File: src/rtl/reg_file_2r1w_pkg.sv
// ----------------------------------------------------------------------------
// reg_file_2r1w_pkg
//
// Purpose:
//     Shared constants and helpers for the 2-read / 1-write MIPS register
//     file. The register file, its read ports and the bit-slice selectors
//     all size themselves from these values.
//
// Contents:
//     REG_DATA_W    - register width in bits (32)
//     REG_NUM       - number of architectural registers (32)
//     REG_ADDR_W    - register index width (5)
//     REG_ZERO_IDX  - index of the hardwired-zero register ($zero)
//     REG_RESET_VAL - value every register takes on reset
//     isZeroIdx()   - true when an index names the hardwired-zero register
// ----------------------------------------------------------------------------
package reg_file_2r1w_pkg;

    localparam int REG_DATA_W = 32;
    localparam int REG_NUM    = 32;
    localparam int REG_ADDR_W = 5;

    localparam logic [REG_ADDR_W-1:0] REG_ZERO_IDX  = 5'd0;
    localparam logic [REG_DATA_W-1:0] REG_RESET_VAL = 32'h0000_0000;

    typedef logic [REG_DATA_W-1:0] regWord_t;
    typedef logic [REG_ADDR_W-1:0] regAddr_t;

    // Register 0 is $zero: writes to it are dropped and reads of it return 0.
    function automatic logic isZeroIdx(input regAddr_t idx);
        return (idx == REG_ZERO_IDX);
    endfunction

endpackage : reg_file_2r1w_pkg

File: src/rtl/reg_file_2r1w_read_port.sv
// ----------------------------------------------------------------------------
// mux_32to1 / reg_read_port
//
// Purpose:
//     mux_32to1 is a single-bit 32-to-1 selector. reg_read_port builds one
//     asynchronous read port of the register file from 32 of them: the
//     selector for output bit j looks at bit j of every register and picks
//     the one named by the read address.
//
// mux_32to1 ports:
//     d_i     [31:0]  one candidate bit per register
//     sel_i   [4:0]   register index
//     y_o             selected bit
//
// reg_read_port ports:
//     regsFlat_i [REG_NUM*REG_DATA_W-1:0]  register array, register i at
//                                          bits [i*REG_DATA_W +: REG_DATA_W]
//     addr_i     [REG_ADDR_W-1:0]          register index to read
//     data_o     [REG_DATA_W-1:0]          raw contents of the addressed
//                                          register (no zero forcing here)
// ----------------------------------------------------------------------------
module mux_32to1
    import reg_file_2r1w_pkg::*;
(
    input  logic [REG_NUM-1:0]    d_i,
    input  logic [REG_ADDR_W-1:0] sel_i,
    output logic                  y_o
);

    // Plain indexed select; an X/Z select propagates X to this bit only.
    assign y_o = d_i[sel_i];

endmodule : mux_32to1


module reg_read_port
    import reg_file_2r1w_pkg::*;
(
    input  logic [REG_NUM*REG_DATA_W-1:0] regsFlat_i,
    input  logic [REG_ADDR_W-1:0]         addr_i,
    output logic [REG_DATA_W-1:0]         data_o
);

    // One selector per output bit. Each selector's inputs are a "column"
    // of the register array: bit j of register 0, bit j of register 1, ...
    for (genvar j = 0; j < REG_DATA_W; j++) begin : gBit
        logic [REG_NUM-1:0] column;

        always_comb begin
            column = '0;
            for (int i = 0; i < REG_NUM; i++) begin
                column[i] = regsFlat_i[i*REG_DATA_W + j];
            end
        end

        mux_32to1 uMux (
            .d_i   (column),
            .sel_i (addr_i),
            .y_o   (data_o[j])
        );
    end

endmodule : reg_read_port

File: src/rtl/reg_file_2r1w.sv
// ----------------------------------------------------------------------------
// reg_file_2r1w
//
// Purpose:
//     32 x 32-bit MIPS general-purpose register file in the decode stage.
//     Two asynchronous read ports (rs -> A, rt -> B) feed the ALU operand
//     path; one synchronous write port (rd). Register 0 is hardwired to 0.
//
// Ports:
//     clk      in   pipeline clock, state updates on rising edge
//     reset    in   synchronous active-high reset, clears all registers and
//                   takes priority over a write in the same cycle
//     we       in   write enable
//     waddr    in   [4:0]  write register index (0 = dropped)
//     wdata    in   [31:0] write data
//     raddr_a  in   [4:0]  read port A index (rs)
//     raddr_b  in   [4:0]  read port B index (rt)
//     rdata_a  out  [31:0] read port A data, combinational
//     rdata_b  out  [31:0] read port B data, combinational
//
// Configuration:
//     REG_FILE_WRITE_BYPASS_EN - when defined, a read whose address matches
//     an active non-zero write sees wdata in the same cycle (each port
//     independently; suppressed while reset is high). When undefined, a
//     colliding read returns the pre-write value until the edge.
// ----------------------------------------------------------------------------
module reg_file_2r1w
    import reg_file_2r1w_pkg::*;
#(
    parameter int DATA_W   = REG_DATA_W,
    parameter int NUM_REGS = REG_NUM,
    parameter int ADDR_W   = REG_ADDR_W
)
(
    input  logic              clk,
    input  logic              reset,
    input  logic              we,
    input  logic [ADDR_W-1:0] waddr,
    input  logic [DATA_W-1:0] wdata,
    input  logic [ADDR_W-1:0] raddr_a,
    input  logic [ADDR_W-1:0] raddr_b,
    output logic [DATA_W-1:0] rdata_a,
    output logic [DATA_W-1:0] rdata_b
);

    logic [DATA_W-1:0]          regFile_q [NUM_REGS];
    logic [DATA_W-1:0]          regFile_d [NUM_REGS];
    logic [NUM_REGS*DATA_W-1:0] regsFlat;
    logic [DATA_W-1:0]          rawA;
    logic [DATA_W-1:0]          rawB;

    // Next-state for the array: only the addressed register changes, and
    // $zero is pinned to the reset value so it can never hold garbage.
    always_comb begin
        regFile_d = regFile_q;
        if (we && !isZeroIdx(waddr)) begin
            regFile_d[waddr] = wdata;
        end
        regFile_d[REG_ZERO_IDX] = REG_RESET_VAL;
    end

    // Register array. Reset wins over any write presented in the same cycle.
    always_ff @(posedge clk) begin
        if (reset) begin
            for (int i = 0; i < NUM_REGS; i++) begin
                regFile_q[i] <= REG_RESET_VAL;
            end
        end else begin
            regFile_q <= regFile_d;
        end
    end

    // The read ports take the array as one flat vector.
    always_comb begin
        regsFlat = '0;
        for (int i = 0; i < NUM_REGS; i++) begin
            regsFlat[i*DATA_W +: DATA_W] = regFile_q[i];
        end
    end

    reg_read_port uPortA (
        .regsFlat_i (regsFlat),
        .addr_i     (raddr_a),
        .data_o     (rawA)
    );

    reg_read_port uPortB (
        .regsFlat_i (regsFlat),
        .addr_i     (raddr_b),
        .data_o     (rawB)
    );

    // Output stage: address 0 is forced to zero regardless of array contents;
    // with forwarding enabled a matching in-flight write overrides the array.
    // A write to $zero can never forward because the bypass requires waddr!=0.
`ifdef REG_FILE_WRITE_BYPASS_EN
    logic bypassA;
    logic bypassB;

    always_comb begin
        bypassA = we && !reset && !isZeroIdx(waddr) && (waddr == raddr_a);
        bypassB = we && !reset && !isZeroIdx(waddr) && (waddr == raddr_b);
    end

    always_comb begin
        rdata_a = isZeroIdx(raddr_a) ? REG_RESET_VAL : rawA;
        rdata_b = isZeroIdx(raddr_b) ? REG_RESET_VAL : rawB;
        if (bypassA) begin
            rdata_a = wdata;
        end
        if (bypassB) begin
            rdata_b = wdata;
        end
    end
`else
    always_comb begin
        rdata_a = isZeroIdx(raddr_a) ? REG_RESET_VAL : rawA;
        rdata_b = isZeroIdx(raddr_b) ? REG_RESET_VAL : rawB;
    end
`endif

endmodule : reg_file_2r1w

File: config.mk
export PLATFORM = sky130hd
export DESIGN_NAME = reg_file_2r1w
export DESIGN_NICKNAME = d
export VERILOG_FILES = /design/src/rtl/reg_file_2r1w_pkg.sv /design/src/rtl/reg_file_2r1w_read_port.sv /design/src/rtl/reg_file_2r1w.sv
export SDC_FILE = /design/constraint.sdc
export NUM_CORES = 2
export LEC_CHECK = 0
export BUFFER_PORTS_ARGS = -buffer_cell sky130_fd_sc_hd__buf_2
export CAP_MARGIN = 25
export CORE_ASPECT_RATIO = 1.4
export CORE_UTILIZATION = 31
export CTS_CLUSTER_SIZE = 14
export DETAILED_ROUTE_END_ITERATION = 10
export HOLD_SLACK_MARGIN = 0.02
export PLACE_DENSITY = 0.48
export SYNTH_ARGS = -nofsm -noshare
export SYNTH_HDL_FRONTEND = slang
export SYNTH_SLANG_ARGS = --single-unit
File: constraint.sdc
create_clock -name clk -period 7.1 [get_ports clk]
set_clock_uncertainty 0.05 [all_clocks]
set_input_delay 1.42 -clock clk [delete_from_list [all_inputs] [get_ports clk]]
set_output_delay 1.42 -clock clk [all_outputs]
set_load 0.02 [all_outputs]
### Yosys cells after proc, flatten, opt, wreduce, memory -nomap -nowiden

Index checks and enable logic that the tools add are counted.

| operators by class | value |
|---|---|
| order comparisons | 4 |
| mux-type cells | 133 |
| bitwise gates (word level) | 1 |
| reductions and logical operators | 6 |

Operators by type and width:

| operator | number |
|---|---|
| bitwise mux 1024 bit | 1 |
| binary-select mux 1 bit (select 5 bit) | 64 |
| demux 32 bit (select 5 bit) | 1 |
| two-way mux 32 bit | 3 |
| two-way mux 1 bit | 64 |
| zero test 5 bit | 3 |
| < comparator 5 x 6 -> 1 bit (second input constant) | 2 |
| >= comparator 6 bit (second input constant) | 1 |
| < comparator 6 x 1 -> 1 bit (second input constant) | 1 |
| inverter 5 -> 6 bit | 1 |
| logical AND 1 bit | 2 |
| zero test 1 bit | 1 |

| word-level totals | value |
|---|---|
| register bits after elaboration | 1024 |
| input bits | 50 |
| output and inout port bits | 64 |
| logic and storage cells | 176 |

### Depth between registers and ports, before layout

| logic depth | value |
|---|---|
| depth in word-level cells | 6 |
| depth in mapped cells | 9 |
| gate-level depth less buffers | 4 |

### Modules after synthesis

Synthesis repeated with hierarchy kept, for this count alone.

| second synthesis, totals | value |
|---|---|
| cells, all modules | 6065 |
| area total of the unflattened synthesis | 59419.5 um^2 |

By module, submodules not included:

| module | times used | cells an instance | area each (um^2) | sequential area each (um^2) |
|---|---|---|---|---|
| reg_file_2r1w | 1 | 3441 | 38599.5 | 19859.0 |
| mux_32to1 | 64 | 41 | 325.3 | 0.0 |

### Worst setup path before layout

Ideal clock, no wire load.

| path | value |
|---|---|
| path type | input port to output port |
| start point | in raddr_a[2] |
| end point | out rdata_a[1] |
| arrival | 3189 ps |
| required time | 5630 ps |
| slack | 2441 ps |
| stages | 6 |
| path buffers | 4 |
| path through | buf_2 buf_2 buf_2 buf_1 a221oi_1 o311ai_0 |

| between the ends | value |
|---|---|
| longest elaborated chain between the ends | 3 |
| elaborated cells between the ends (all ways) | 4 |
| those cells by class | mux: 3; reduce/logical: 1 |

RTL lines:

| element | line | source |
|---|---|---|
| from (decl) | reg_file_2r1w.sv:40 | `input logic [ADDR_W-1:0] raddr_a,` |
| binary-select mux 1 bit (select 5 bit) | reg_file_2r1w_read_port.sv:31 | `assign y_o = d_i[sel_i];` |
| two-way mux 1 bit (implied by the code) | reg_file_2r1w_read_port.sv:31 |  |
| two-way mux 32 bit (*) | reg_file_2r1w.sv:117 | `rdata_a = isZeroIdx(raddr_a) ? REG_RESET_VAL : rawA;` |
| to (decl) | reg_file_2r1w.sv:42 | `output logic [DATA_W-1:0] rdata_a,` |

Mark *: on every way between the ends. The rest lies on a longest branch, timed or not. The select of a mux whose other input is x is not followed.

### Worst setup path after layout

| path | value |
|---|---|
| start point | in raddr_b[0] |
| end point | out rdata_b[16] |

| between the ends | value |
|---|---|
| longest elaborated chain between the ends | 3 |
| elaborated cells between the ends (all ways) | 4 |
| those cells by class | mux: 3; reduce/logical: 1 |

RTL lines:

| element | line | source |
|---|---|---|
| from (decl) | reg_file_2r1w.sv:41 | `input logic [ADDR_W-1:0] raddr_b,` |
| binary-select mux 1 bit (select 5 bit) | reg_file_2r1w_read_port.sv:31 |  |
| two-way mux 1 bit (implied by the code) | reg_file_2r1w_read_port.sv:31 |  |
| two-way mux 32 bit (*) | reg_file_2r1w.sv:118 | `rdata_b = isZeroIdx(raddr_b) ? REG_RESET_VAL : rawB;` |
| to (decl) | reg_file_2r1w.sv:43 | `output logic [DATA_W-1:0] rdata_b` |

Marked as above.

==> metrics.txt <==
Max-cap violations 0; Slew Limit Headroom 17.9%; first-pass GRT wire length 338,000 um; Antenna Violating Nets Remaining 0; number of buffers on the longest clock path 3; Final WS setup 1.33 ns; synth-to-layout area growth 11.7%; NumNets Final 5,681; leading cell types in the layout, fill and taps excluded 1,996 x sky130_fd_sc_hd__nand2_1, 1,008 x sky130_fd_sc_hd__a21oi_1, 992 x sky130_fd_sc_hd__dfxtp_1; Clock Pin Slew Worst Setup and Hold Paths 0.06 ns; total grt overflow 0; RePlAce Congestion 0.889; antenna violations before repair 26; final non-filler cell total 7,839; post-synthesis area per instance 8.61 um^2; # setup viols final 0; post-detail-place hpwl 148,000 um; Clock Sink Count 992; Static Leak 18.3 nW; Initial Util 31.3%; final worst-path cycle share 81.2%; number of DRC markers in iteration 0 5,443; Area contributors post-synth sky130_fd_sc_hd__dfxtp_1 39%, sky130_fd_sc_hd__nand2_1 15%, sky130_fd_sc_hd__mux4_2 14%; number of enable-type register cells in the synthesized netlist 0; pin count of the biggest net entering global routing 217; post-layout min period 5.77 ns; detail-routed via count per cell 5.95; number of resized instances in the post-cts repair step 0; commonest register cell after synthesis sky130_fd_sc_hd__dfxtp_1; overall die height 480 um; Cells after Synth 5,862; flip-flop count of the largest register, all copies and words added 992; final hold vios 0; flip-flop and latch count after synthesis 992; Residual DRC 0; Netlist Area Pre-Place 50,500 um^2; area share of the largest cell type after synthesis 39.3%; number of CTS-inserted buffers 104; cell type with the largest total area after synthesis sky130_fd_sc_hd__dfxtp_1; pwr dens 228 nW/um^2; Fin Setup TNS 0 ns; worst min path class reg2reg; outcome completed; TritonCTS clock tree yes; iteration count of the initial detailed-routing pass 6; critical path capture point type output port; Die Area 165,000 um^2; proportion of layout cells with a drive suffix above 1 17.2%; number of buffers inserted by port buffering 113; deepest level of the CTS H-tree 3; CTS Root Cell sky130_fd_sc_hd__clkbuf_16; drt wl/cell 30.6 um; post-synth cell types 58; number of pins with negative max-slew slack in the final report 0; via count 46,600; total instance count after detailed placement 7,636; data required time at the worst endpoint 5.63 ns; crit path max fanout 58; share of the yosys chip area belonging to registers 39.3%; pre-CTS setup slack 1.21 ns; Reg with most FFs regFile_q; post-CTS setup-driven buffer insertion count 0; via count of the first global-routing pass 44,400; RSZ-0062 raised after global routing no; number of placement rows 174; Synth Net Count 5,912; Tot GR Track Use 28.5%; number of top-level design ports 114; Post-CTS Hold Fix Bufs 0; share of synthesized registers carrying an async set or reset 0%; Peak supply drop 0.189 mV; arrival time at the worst endpoint 4.30 ns; largest registers regFile_q: 992 flops; commonest non-fill, non-tap cell in the layout sky130_fd_sc_hd__nand2_1; Achievable Freq 173 MHz; clk_lat worst skew 0.75 ns; critical path startpoint category input pin; area of the core 161,000 um^2; die width 343 um; overall routed net length 240,000 um; Worst Max-Slew Pin Slew 1.23 ns; total of warnings raised by yosys 0; Worst Path Class, Setup in2out
logic make-up (layout without fill, tap and decap cells):
| group | count (synthesis) | in the layout | share of synthesized area [%] |
|---|---|---|---|
| simple gates | 2251 | 2251 | 17.7 |
| compound gates | 1380 | 1380 | 15.9 |
| flops | 992 | 992 | 39.3 |
| buf+inv | 632 | 487 | 5.78 |
| mux | 607 | 607 | 21.3 |
| other cells | 0 | 10 | 0 |
worst paths after layout:
check	from	to	slack, ns	depth (start not counted)
setup / recovery	raddr_b[0]	rdata_b[16]	1.33	8
hold / removal	regFile_q[62]$_SDFFE_PP0P_	regFile_q[62]$_SDFFE_PP0P_	0.41	2
setup reg to reg	regFile_q[851]$_SDFFE_PP0P_	regFile_q[851]$_SDFFE_PP0P_	6.33	2
hold reg to reg	regFile_q[62]$_SDFFE_PP0P_	regFile_q[62]$_SDFFE_PP0P_	0.41	2
through the flow:
stage | power, mW | hold WS (ns) | utilization (%) | cell area (um^2)
final | 12.8 | 0.414 | 35.0 | 56400
after global routing | 13.1 | 0.430 | 35.0 | 56400
after CTS | 12.9 | 0.416 | 35.0 | 56300
after detailed placement | 6.87 | 0.407 | 32.7 | 52700
after global placement | 6.86 | 0.399 | 32.6 | 52600
after floorplan | 6.43 | 0.391 | - | 50500
synthesized netlist by cell type (all sizes together) (10+ instances only):
| cell | number |
|---|---|
| nand2 | 2027 |
| a21oi | 1008 |
| dfxtp | 992 |
| clkbuf | 400 |
| mux4 | 351 |
| buf | 202 |
| mux2 | 129 |
| mux2i | 127 |
| a22oi | 121 |
| a221oi | 64 |
| nor2 | 50 |
| o22ai | 45 |
| a22o | 44 |
| inv | 28 |
| nand4 | 27 |
| a211o | 26 |
| nor2b | 25 |
| or3 | 21 |
| nand2b | 16 |
| nand3b | 14 |
| o311ai | 14 |
| o31a | 14 |
| nor3 | 13 |
| nand3 | 12 |
| and3b | 10 |
critical path, stage by stage:
cell and delay [ns]:
sky130_fd_sc_hd__buf_8 0.48, sky130_fd_sc_hd__buf_12 0.37, sky130_fd_sc_hd__buf_4 0.30, sky130_fd_sc_hd__mux4_2 0.51, sky130_fd_sc_hd__a22o_1 0.26, sky130_fd_sc_hd__a221oi_1 0.33
sky130_fd_sc_hd__nand3b_1 0.27, sky130_fd_sc_hd__buf_2 0.24
area by class of cell:
type                       count  area, um^2
timing repair buffer         267        2000
antenna                       10        25.0
inverter                      28         105
fill                       16500      105000
clock inverter                39         664
clock buffer                 153        3030
multi-input combinational   4238       28100
sequential                   992       19900
tap                         2112        2640
routing by layer:
layer	global-route usage, %	share of wire [%]
met1	35.3	38
met4	15.6	5.9
met2	46.4	47
met5	0	0.084
met3	5.73	8.8
power by group:
part           switching, mW  internal (mW)
clock network           2.53           3.54
registers             0.0332           5.61
logic                  0.820          0.309
Note: power is estimated with default switching activity, not from simulation.
